$ cat config.mk
export PLATFORM = sky130hd
export DESIGN_NAME = lbuf_fifo_ctl_flat
export DESIGN_NICKNAME = d
export VERILOG_FILES = /design/src/rtl/lbuf_fifo_ctl_if.sv /design/src/rtl/lbuf_fifo_ctl.sv /design/src/flat_wrapper.sv
export SDC_FILE = /design/constraint.sdc
export NUM_CORES = 1
export LEC_CHECK = 0
export ABC_AREA = 1
export BUFFER_PORTS_ARGS = -buffer_cell sky130_fd_sc_hd__buf_4
export CAP_MARGIN = 15
export CORE_MARGIN = 4
export CORE_UTILIZATION = 40
export CTS_CLUSTER_DIAMETER = 200
export DETAILED_ROUTE_END_ITERATION = 6
export PLACE_DENSITY = 0.7
export SETUP_SLACK_MARGIN = 0.3
export SYNTH_ARGS = -nofsm -noshare
export SYNTH_HDL_FRONTEND = slang
export SYNTH_SLANG_ARGS = --single-unit
$ cat constraint.sdc
create_clock -name sys_clk -period 4.7 [get_ports sys_clk]
set_clock_uncertainty 0.1 [all_clocks]
set_input_delay 0.705 -clock sys_clk [delete_from_list [all_inputs] [get_ports sys_clk]]
set_output_delay 0.705 -clock sys_clk [all_outputs]
set_load 0.05 [all_outputs]
$ cat src/rtl/lbuf_fifo_ctl_if.sv
// Producer/consumer handshake bundle for the line-buffer FIFO controller.
// master: the side issuing push/pop requests; slave: the FIFO controller.
interface lbuf_fifo_ctl_if #(
  parameter int DW = 16
);
  logic          wr_req;
  logic [DW-1:0] wr_data;
  logic          wr_ack;
  logic          rd_req;
  logic          rd_ack;
  logic [DW-1:0] rd_data;
  logic          rd_valid;

  modport master (
    output wr_req, wr_data, rd_req,
    input  wr_ack, rd_ack, rd_data, rd_valid
  );

  modport slave (
    input  wr_req, wr_data, rd_req,
    output wr_ack, rd_ack, rd_data, rd_valid
  );
endinterface

$ cat src/rtl/lbuf_fifo_ctl.sv
// FIFO controller in front of a 2^AW x DW single-port synchronous RAM.
// One RAM access per cycle; contending push/pop alternate round-robin.
//
// Arbitration history (last_op):
//   last_op | meaning
//   --------+--------------------------------------------------
//   0       | last granted access was a read; contention -> write
//   1       | last granted access was a write (reset); contention -> read
module lbuf_fifo_ctl #(
  parameter int AW       = 9,
  parameter int DW       = 16,
  parameter int AF_LEVEL = 480
) (
  input  logic          sys_clk,
  input  logic          reset,
  lbuf_fifo_ctl_if.slave fifo,
  output logic [AW:0]   count,
  output logic          full,
  output logic          empty,
  output logic          almost_full,
  output logic          ram_cen,
  output logic          ram_rw,
  output logic [AW-1:0] ram_a,
  output logic [DW-1:0] ram_din,
  input  logic [DW-1:0] ram_dout
);

  localparam logic [AW:0] DEPTH_C = (AW+1)'(1) << AW;
  localparam logic [AW:0] AF_C    = (AW+1)'(AF_LEVEL);

  typedef enum logic [1:0] {
    GNT_IDLE = 2'd0,
    GNT_WR   = 2'd1,
    GNT_RD   = 2'd2
  } gnt_e;

  logic [AW-1:0] wr_ptr_q, wr_ptr_d;
  logic [AW-1:0] rd_ptr_q, rd_ptr_d;
  logic [AW:0]   count_q,  count_d;
  logic          last_op_q, last_op_d;
  logic          rd_valid_q, rd_valid_d;

  logic          w_ok;
  logic          r_ok;
  gnt_e          gnt;

  // Status flags come only from the registered occupancy, never from this cycle's grant.
  always_comb begin
    count       = count_q;
    full        = (count_q == DEPTH_C);
    empty       = (count_q == '0);
    almost_full = (count_q >= AF_C);
  end

  // Pointer, occupancy, arbitration history and read-valid registers.
  always_ff @(posedge sys_clk) begin
    if (reset) begin
      wr_ptr_q   <= '0;
      rd_ptr_q   <= '0;
      count_q    <= '0;
      last_op_q  <= 1'b1;
      rd_valid_q <= 1'b0;
    end else begin
      wr_ptr_q   <= wr_ptr_d;
      rd_ptr_q   <= rd_ptr_d;
      count_q    <= count_d;
      last_op_q  <= last_op_d;
      rd_valid_q <= rd_valid_d;
    end
  end

  // Arbitrate the single RAM port and compute the next register values.
  always_comb begin
    w_ok       = fifo.wr_req & ~full;
    r_ok       = fifo.rd_req & ~empty;
    gnt        = GNT_IDLE;
    wr_ptr_d   = wr_ptr_q;
    rd_ptr_d   = rd_ptr_q;
    count_d    = count_q;
    last_op_d  = last_op_q;
    rd_valid_d = 1'b0;

    if (!reset) begin
      if (w_ok && r_ok) begin
        gnt = last_op_q ? GNT_RD : GNT_WR;
      end else if (w_ok) begin
        gnt = GNT_WR;
      end else if (r_ok) begin
        gnt = GNT_RD;
      end
    end

    case (gnt)
      GNT_WR: begin
        wr_ptr_d  = wr_ptr_q + AW'(1);
        count_d   = count_q + (AW+1)'(1);
        last_op_d = 1'b1;
      end
      GNT_RD: begin
        rd_ptr_d   = rd_ptr_q + AW'(1);
        count_d    = count_q - (AW+1)'(1);
        last_op_d  = 1'b0;
        rd_valid_d = 1'b1;
      end
      default: begin
      end
    endcase
  end

  // Drive the RAM port and handshakes from the current grant; read data passes straight through.
  always_comb begin
    ram_cen       = 1'b1;
    ram_rw        = 1'b1;
    ram_a         = rd_ptr_q;
    ram_din       = fifo.wr_data;
    fifo.wr_ack   = 1'b0;
    fifo.rd_ack   = 1'b0;
    fifo.rd_valid = rd_valid_q;
    fifo.rd_data  = ram_dout;

    case (gnt)
      GNT_WR: begin
        ram_cen     = 1'b0;
        ram_rw      = 1'b0;
        ram_a       = wr_ptr_q;
        fifo.wr_ack = 1'b1;
      end
      GNT_RD: begin
        ram_cen     = 1'b0;
        ram_rw      = 1'b1;
        ram_a       = rd_ptr_q;
        fifo.rd_ack = 1'b1;
      end
      default: begin
      end
    endcase
  end

endmodule

$ cat src/flat_wrapper.sv
// flat-port wrapper written by rule: the top's interface ports become plain ports
module lbuf_fifo_ctl_flat 
#(
  parameter int AW       = 9,
  parameter int DW       = 16,
  parameter int AF_LEVEL = 480
)
  (sys_clk, reset, count, full, empty, almost_full, ram_cen, ram_rw, ram_a, ram_din, ram_dout, fifo_wr_req, fifo_wr_data, fifo_rd_req, fifo_wr_ack, fifo_rd_ack, fifo_rd_data, fifo_rd_valid);
  lbuf_fifo_ctl_if #(.DW(DW)) fifo_i ();
  input  logic sys_clk;
  input  logic reset;
  output logic [AW:0] count;
  output logic full;
  output logic empty;
  output logic almost_full;
  output logic ram_cen;
  output logic ram_rw;
  output logic [AW-1:0] ram_a;
  output logic [DW-1:0] ram_din;
  input  logic [DW-1:0] ram_dout;
  input wire logic [$bits(fifo_i.wr_req)-1:0] fifo_wr_req;
  input wire logic [$bits(fifo_i.wr_data)-1:0] fifo_wr_data;
  input wire logic [$bits(fifo_i.rd_req)-1:0] fifo_rd_req;
  output wire logic [$bits(fifo_i.wr_ack)-1:0] fifo_wr_ack;
  output wire logic [$bits(fifo_i.rd_ack)-1:0] fifo_rd_ack;
  output wire logic [$bits(fifo_i.rd_data)-1:0] fifo_rd_data;
  output wire logic [$bits(fifo_i.rd_valid)-1:0] fifo_rd_valid;
  assign fifo_i.wr_req = fifo_wr_req;
  assign fifo_i.wr_data = fifo_wr_data;
  assign fifo_i.rd_req = fifo_rd_req;
  assign fifo_wr_ack = fifo_i.wr_ack;
  assign fifo_rd_ack = fifo_i.rd_ack;
  assign fifo_rd_data = fifo_i.rd_data;
  assign fifo_rd_valid = fifo_i.rd_valid;
  lbuf_fifo_ctl #(.AW(AW), .DW(DW), .AF_LEVEL(AF_LEVEL)) u_core (.sys_clk(sys_clk), .reset(reset), .fifo(fifo_i), .count(count), .full(full), .empty(empty), .almost_full(almost_full), .ram_cen(ram_cen), .ram_rw(ram_rw), .ram_a(ram_a), .ram_din(ram_din), .ram_dout(ram_dout));
endmodule
[Yosys cells after proc, flatten, opt, wreduce, memory -nomap -nowiden]
Index checks and enable logic that the tools add are counted.
W data, S select, Z words.
Operators by class
  add/sub/neg operators: 4
  $mul: 0
  divide/modulo/power cells: 0
  $lt $le $gt $ge: 1
  equal/unequal tests: 3
  shifts and indexed selects: 0
  mux-type cells: 12
  bitwise logic cells: 4
  reduce and logical (&&, ||, !) cells: 4
Operators by type and width (count)
  $pmux W10 S2: 1
  $add A9 B1 Y9 const B: 2
  $add A10 B1 Y10 const B: 1
  $eq A10 B10 Y1 const B: 1
  $ge A10 B9 Y1 const B: 1
  $logic_not A10 Y1: 1
  $mux W2: 5
  $sub A10 B1 Y10 const B: 1
  $mux W9: 1
  $mux W1: 4
  $and A1 B1 Y1: 2
  $eq A2 B1 Y1 const B: 1
  $eq A2 B2 Y1 const B: 1
  $not A1 Y1: 2
  $pmux W1 S2: 1
  $reduce_bool A2 Y1: 1
  $reduce_or A2 Y1: 1
  $logic_and A1 B1 Y1: 1
Storage, ports and cells
  bits in registers: 30
  bits in latches: 0
  RAM bits: 0
  ROM bits: 0
  input port bits: 36
  output and inout port bits: 59
  logic and storage cells: 33
  memories: 0

[Logic depth before layout (Yosys ltp)]
  depth after elaboration: 10
  depth in mapped cells: 21
  mapped depth without buffers: 20

[Worst setup path after synthesis]
No wires, ideal clock.
  path kind: register to output
  start point: register u_core.count_q[0] (netlist: u_core.count[0])
  end point: output port ram_a[3]
  arrival time: 3.598 ns
  data required time: 3.895 ns
  path slack: 0.297 ns
  cell stages (with the launch flop): 11
  path buffers: 1
  cell sequence: dfxtp_1 > inv_1 > nand3_1 > nor2_1 > nand3_1 > nand3_1 > nor2_1 > ha_1 > inv_1 > clkbuf_1 > o21ai_0
Between the ends
  longest elaborated chain between the ends: 9
  elaborated cells on any way between the ends: 13
  those cells by class: eq/ne (2); mux (5); bitwise (4); reduce/logical (2)
Ends and longest elaborated chain
  start, declared: RTL line lbuf_fifo_ctl.sv:39  | logic [AW:0] count_q, count_d;
  start signal, assigned: RTL line lbuf_fifo_ctl.sv:66  | count_q <= count_d;
  $logic_not A10 Y1: RTL line lbuf_fifo_ctl.sv:51  | empty = (count_q == '0);
  $not A1 Y1: RTL line lbuf_fifo_ctl.sv:75  | r_ok = fifo.rd_req & ~empty;
  $and A1 B1 Y1: RTL line lbuf_fifo_ctl.sv:75
  $mux W2: RTL line lbuf_fifo_ctl.sv:88  | end else if (r_ok) begin
  $mux W2: RTL line lbuf_fifo_ctl.sv:86  | end else if (w_ok) begin
  $mux W2 *: RTL line lbuf_fifo_ctl.sv:84  | if (w_ok && r_ok) begin
  $mux W2 *: RTL line lbuf_fifo_ctl.sv:83  | if (!reset) begin
  $eq A2 B1 Y1 *: RTL line lbuf_fifo_ctl.sv:121  | case (gnt)
  $mux W9 *: RTL line lbuf_fifo_ctl.sv:121
  end, declared: RTL line flat_wrapper.sv:18  | output logic [AW-1:0] ram_a;
Every way passes the cells marked *; elsewhere a longest branch is shown, timed or not.

[Worst setup path in the final report]
  start point: input port reset
  end point: output port ram_a[3]
Between the ends
  longest elaborated chain between the ends: 3
Ends and longest elaborated chain
  start, declared: RTL line flat_wrapper.sv:11  | input logic reset;
  $mux W2: RTL line lbuf_fifo_ctl.sv:83
  $eq A2 B1 Y1: RTL line lbuf_fifo_ctl.sv:121
  $mux W9: RTL line lbuf_fifo_ctl.sv:121
No other way between the ends.

==> out/summary.txt <==
Result of the run: finished clean
CTS max path bufs: 2
Initial DRT Pass Iterations: 4
Via count: 1893
Resized cells post-CTS: 0
WL final: 4660 um
GRT Total Usage: 15.3%
Net switching power: 0.595 mW
Worst IR Drop VDD: 340 uV
Total clock sinks: 30
Hold Crit Depth: 2
Share of cells above drive strength 1: 14.8%
Core area: 5140 sq um
CTS buffer count: 5
Initial DRC count: 130
Sw frac: 49.3%
Root buf cell: clkbuf_8
Critical path class: input port to output port
Number of vias per cell: 4.79
Row cnt: 26
Total gr overflow: 0
Ys Warns: 0
Final hold vios: 0
H-tree depth: 2
WHS Endpoint: u_core.rd_ptr_q[8]
Placer Congestion: 0.872
Worst relative slew slack: 52.7%
Slew Viols, Final: 0
Data arrival time of the critical path: 2820 ps
Critical path required time: 3890 ps
Comb pwr share: 53.8%
I/O Buffers: 30
Reg2Reg Setup Slack: 1410 ps
Die W: 81.1 um
Initial Utilization: 41.6%
Vias in the first global route: 1743
P_leak: 1.11 nW
Reg power frac: 27.8%
Part of the Yosys area used for sequential elements: 28.1%
Net Count, Synth: 375
DR DRC count: 0
Final worst path period share: 77.0%
Post-synth cell types: 26
Initial antenna violation count: 0
#FFs+latches synth: 30
Crit end category: output port
Unrepaired setup endpoints after global routing: no
Max Clock Freq: 276 MHz
First-pass GRT wire length: 7870 um
Fin crit period: 3620 ps
Ant diodes: 0
Clock-pin slew on the worst setup and hold paths: 70 ps
Clock Power Share: 18.4%
Largest net degree at the start of global routing: 19
Syn_area_per_cell: 6.55 sq um
CTS tree: done
# IOs: 95
Pwr/cell area: 530 nW/um^2
Cell count of the worst reg-to-reg path: 18
Worst Setup Start Kind: input port
Setup bufs post-CTS: 0
Cts hold-fix bufs: 0
Detailed placer's ending HPWL: 3530 um
Die Height: 81.1 um
Hold WC Path Type: register to register
# setup viols final: 0
Final ANT Viol Nets: 0
CP Max Fanout: 17
Hold Path Origin: u_core.rd_ptr_q[8]
RR Startpoint: u_core.count[2]
Nets@finish: 373
Max_cap viols: 0
Setup TNS: 0 ps
Reg2reg end: u_core.count[8]
Post-synth design cell area: 2140 sq um
Actual slew at the worst max-slew pin: 709 ps
Worst hold slack: 369 ps
Mapped Cells: 326
Area grow syn2layout: 6.56%
Worst-Skew Late Latency: 280 ps
Die area: 6570 sq um
Post-DR wirelength/cell: 11.8 um
Pint: 0.611 mW
==> logic make-up after synthesis <==
logic type / count (synthesis) / synth area share (%)
AOI/OAI and AO/OA: 45 / 11.1
xor gates and xnor gates: 4 / 1.64
adders and majority gates: 13 / 7.97
buffers and inverters: 85 / 20.8
DFF: 30 / 28.1
and+or+nand+nor: 149 / 30.4
==> layer usage <==
layer	wire length [um]	vias to the layer above	track usage [%]
met2	2160	40	24.2
met3	250	9	3.33
met1	2180	839	20.0
li1	-	1005	-
met4	69	0	6.42
met5	0	-	0
==> per-stage QoR <==
stage          total power, mW  utilization (%)  instance area, sq um  cells  setup WS, ps
2_1_floorplan            0.898                -                  2140    326           297
3_3_place_gp             0.979             42.4                  2180    387          1080
3_5_place_dp             0.986             42.4                  2180    387          1010
4_1_cts                   1.21             44.3                  2280    395          1100
5_1_grt                   1.29             44.3                  2280    395           808
6_report                  1.21             44.3                  2280    395          1080
==> layout make-up <==
cell class,count,area [sq um]
clock buffers,6,82.6
fillers,565,2860
multi-input cells,211,1090
flip-flops and latches,30,601
inverters,45,169
repair buffers,31,233
well taps,70,87.6
clock inverters,2,12.5
==> cells in the final DEF, fill, tap and decap left out, types with 2 or more instances in the layout <==
master,Yosys,final
a21oi_1,23,23
buf_4,33,31
clkbuf_8,0,6
dfxtp_1,30,30
ha_1,12,12
inv_1,44,44
nand2_1,62,62
nand3_1,29,29
nand4_1,4,4
nor2_1,37,37
nor2_2,4,4
nor3_1,7,7
o21a_1,2,2
o21ai_0,18,18
or2_2,2,2
xor2_1,3,3
==> power groups by stage <==
stage          clock network (mW)  registers (mW)  logic, mW
2_1_floorplan                   0           0.437      0.460
3_3_place_gp                    0           0.341      0.638
3_5_place_dp                    0           0.341      0.645
4_1_cts                     0.224           0.335      0.649
5_1_grt                     0.235           0.343      0.714
6_report                    0.221           0.335      0.649
==> worst max-delay path, cell delays in order <==
cell	delay (ps)
buf_4	180
inv_1	360
nand3_1	130
nor2_1	160
ha_1	520
inv_1	290
o21ai_0	230
buf_4	230
==> cell usage after synthesis <==
cell type   n  area, sq um
fa_1        1         20.0
nor3b_1     1         7.51
nand4_1     4         25.0
buf_2       1         5.00
a21oi_1    23          115
nor2_4      1         11.3
a21o_1      1         7.51
o21ai_0    18         90.1
nand3_1    29          145
nor2_1     37          139
dfxtp_1    30          601
nor2_2      4         25.0
buf_4      33          248
nand3_2     1         10.0
nor3_1      7         35.0
clkbuf_1    6         22.5
o41ai_1     1         8.76
xnor2_1     1         8.76
inv_1      44          165
o21a_1      2         15.0
xor2_1      3         26.3
nand2_1    62          233
nor4_1      1         6.26
or2_2       2         12.5
ha_1       12          150
inv_2       1         3.75
==> worst max path at each step <==
stage	startpoint	endpoint	slack, ps	cells past startpoint
after CTS	reset	ram_a[3]	1100	8
after floorplan	u_core.count[0]	ram_a[3]	300	10
after detailed placement	reset	u_core.count[8]	1010	15
after global placement	reset	ram_a[3]	1080	8
final	reset	ram_a[3]	1080	8
after global routing	u_core.count[2]	ram_a[5]	810	11
==> flip-flops by register name, indices dropped and copies added (netlist names) <==
signal,cells
u_core.count,10
u_core.fifo.rd_valid,1
u_core.last_op_q,1
u_core.rd_ptr_q,9
u_core.wr_ptr_q,9
Power figures use the tool's default switching activity.
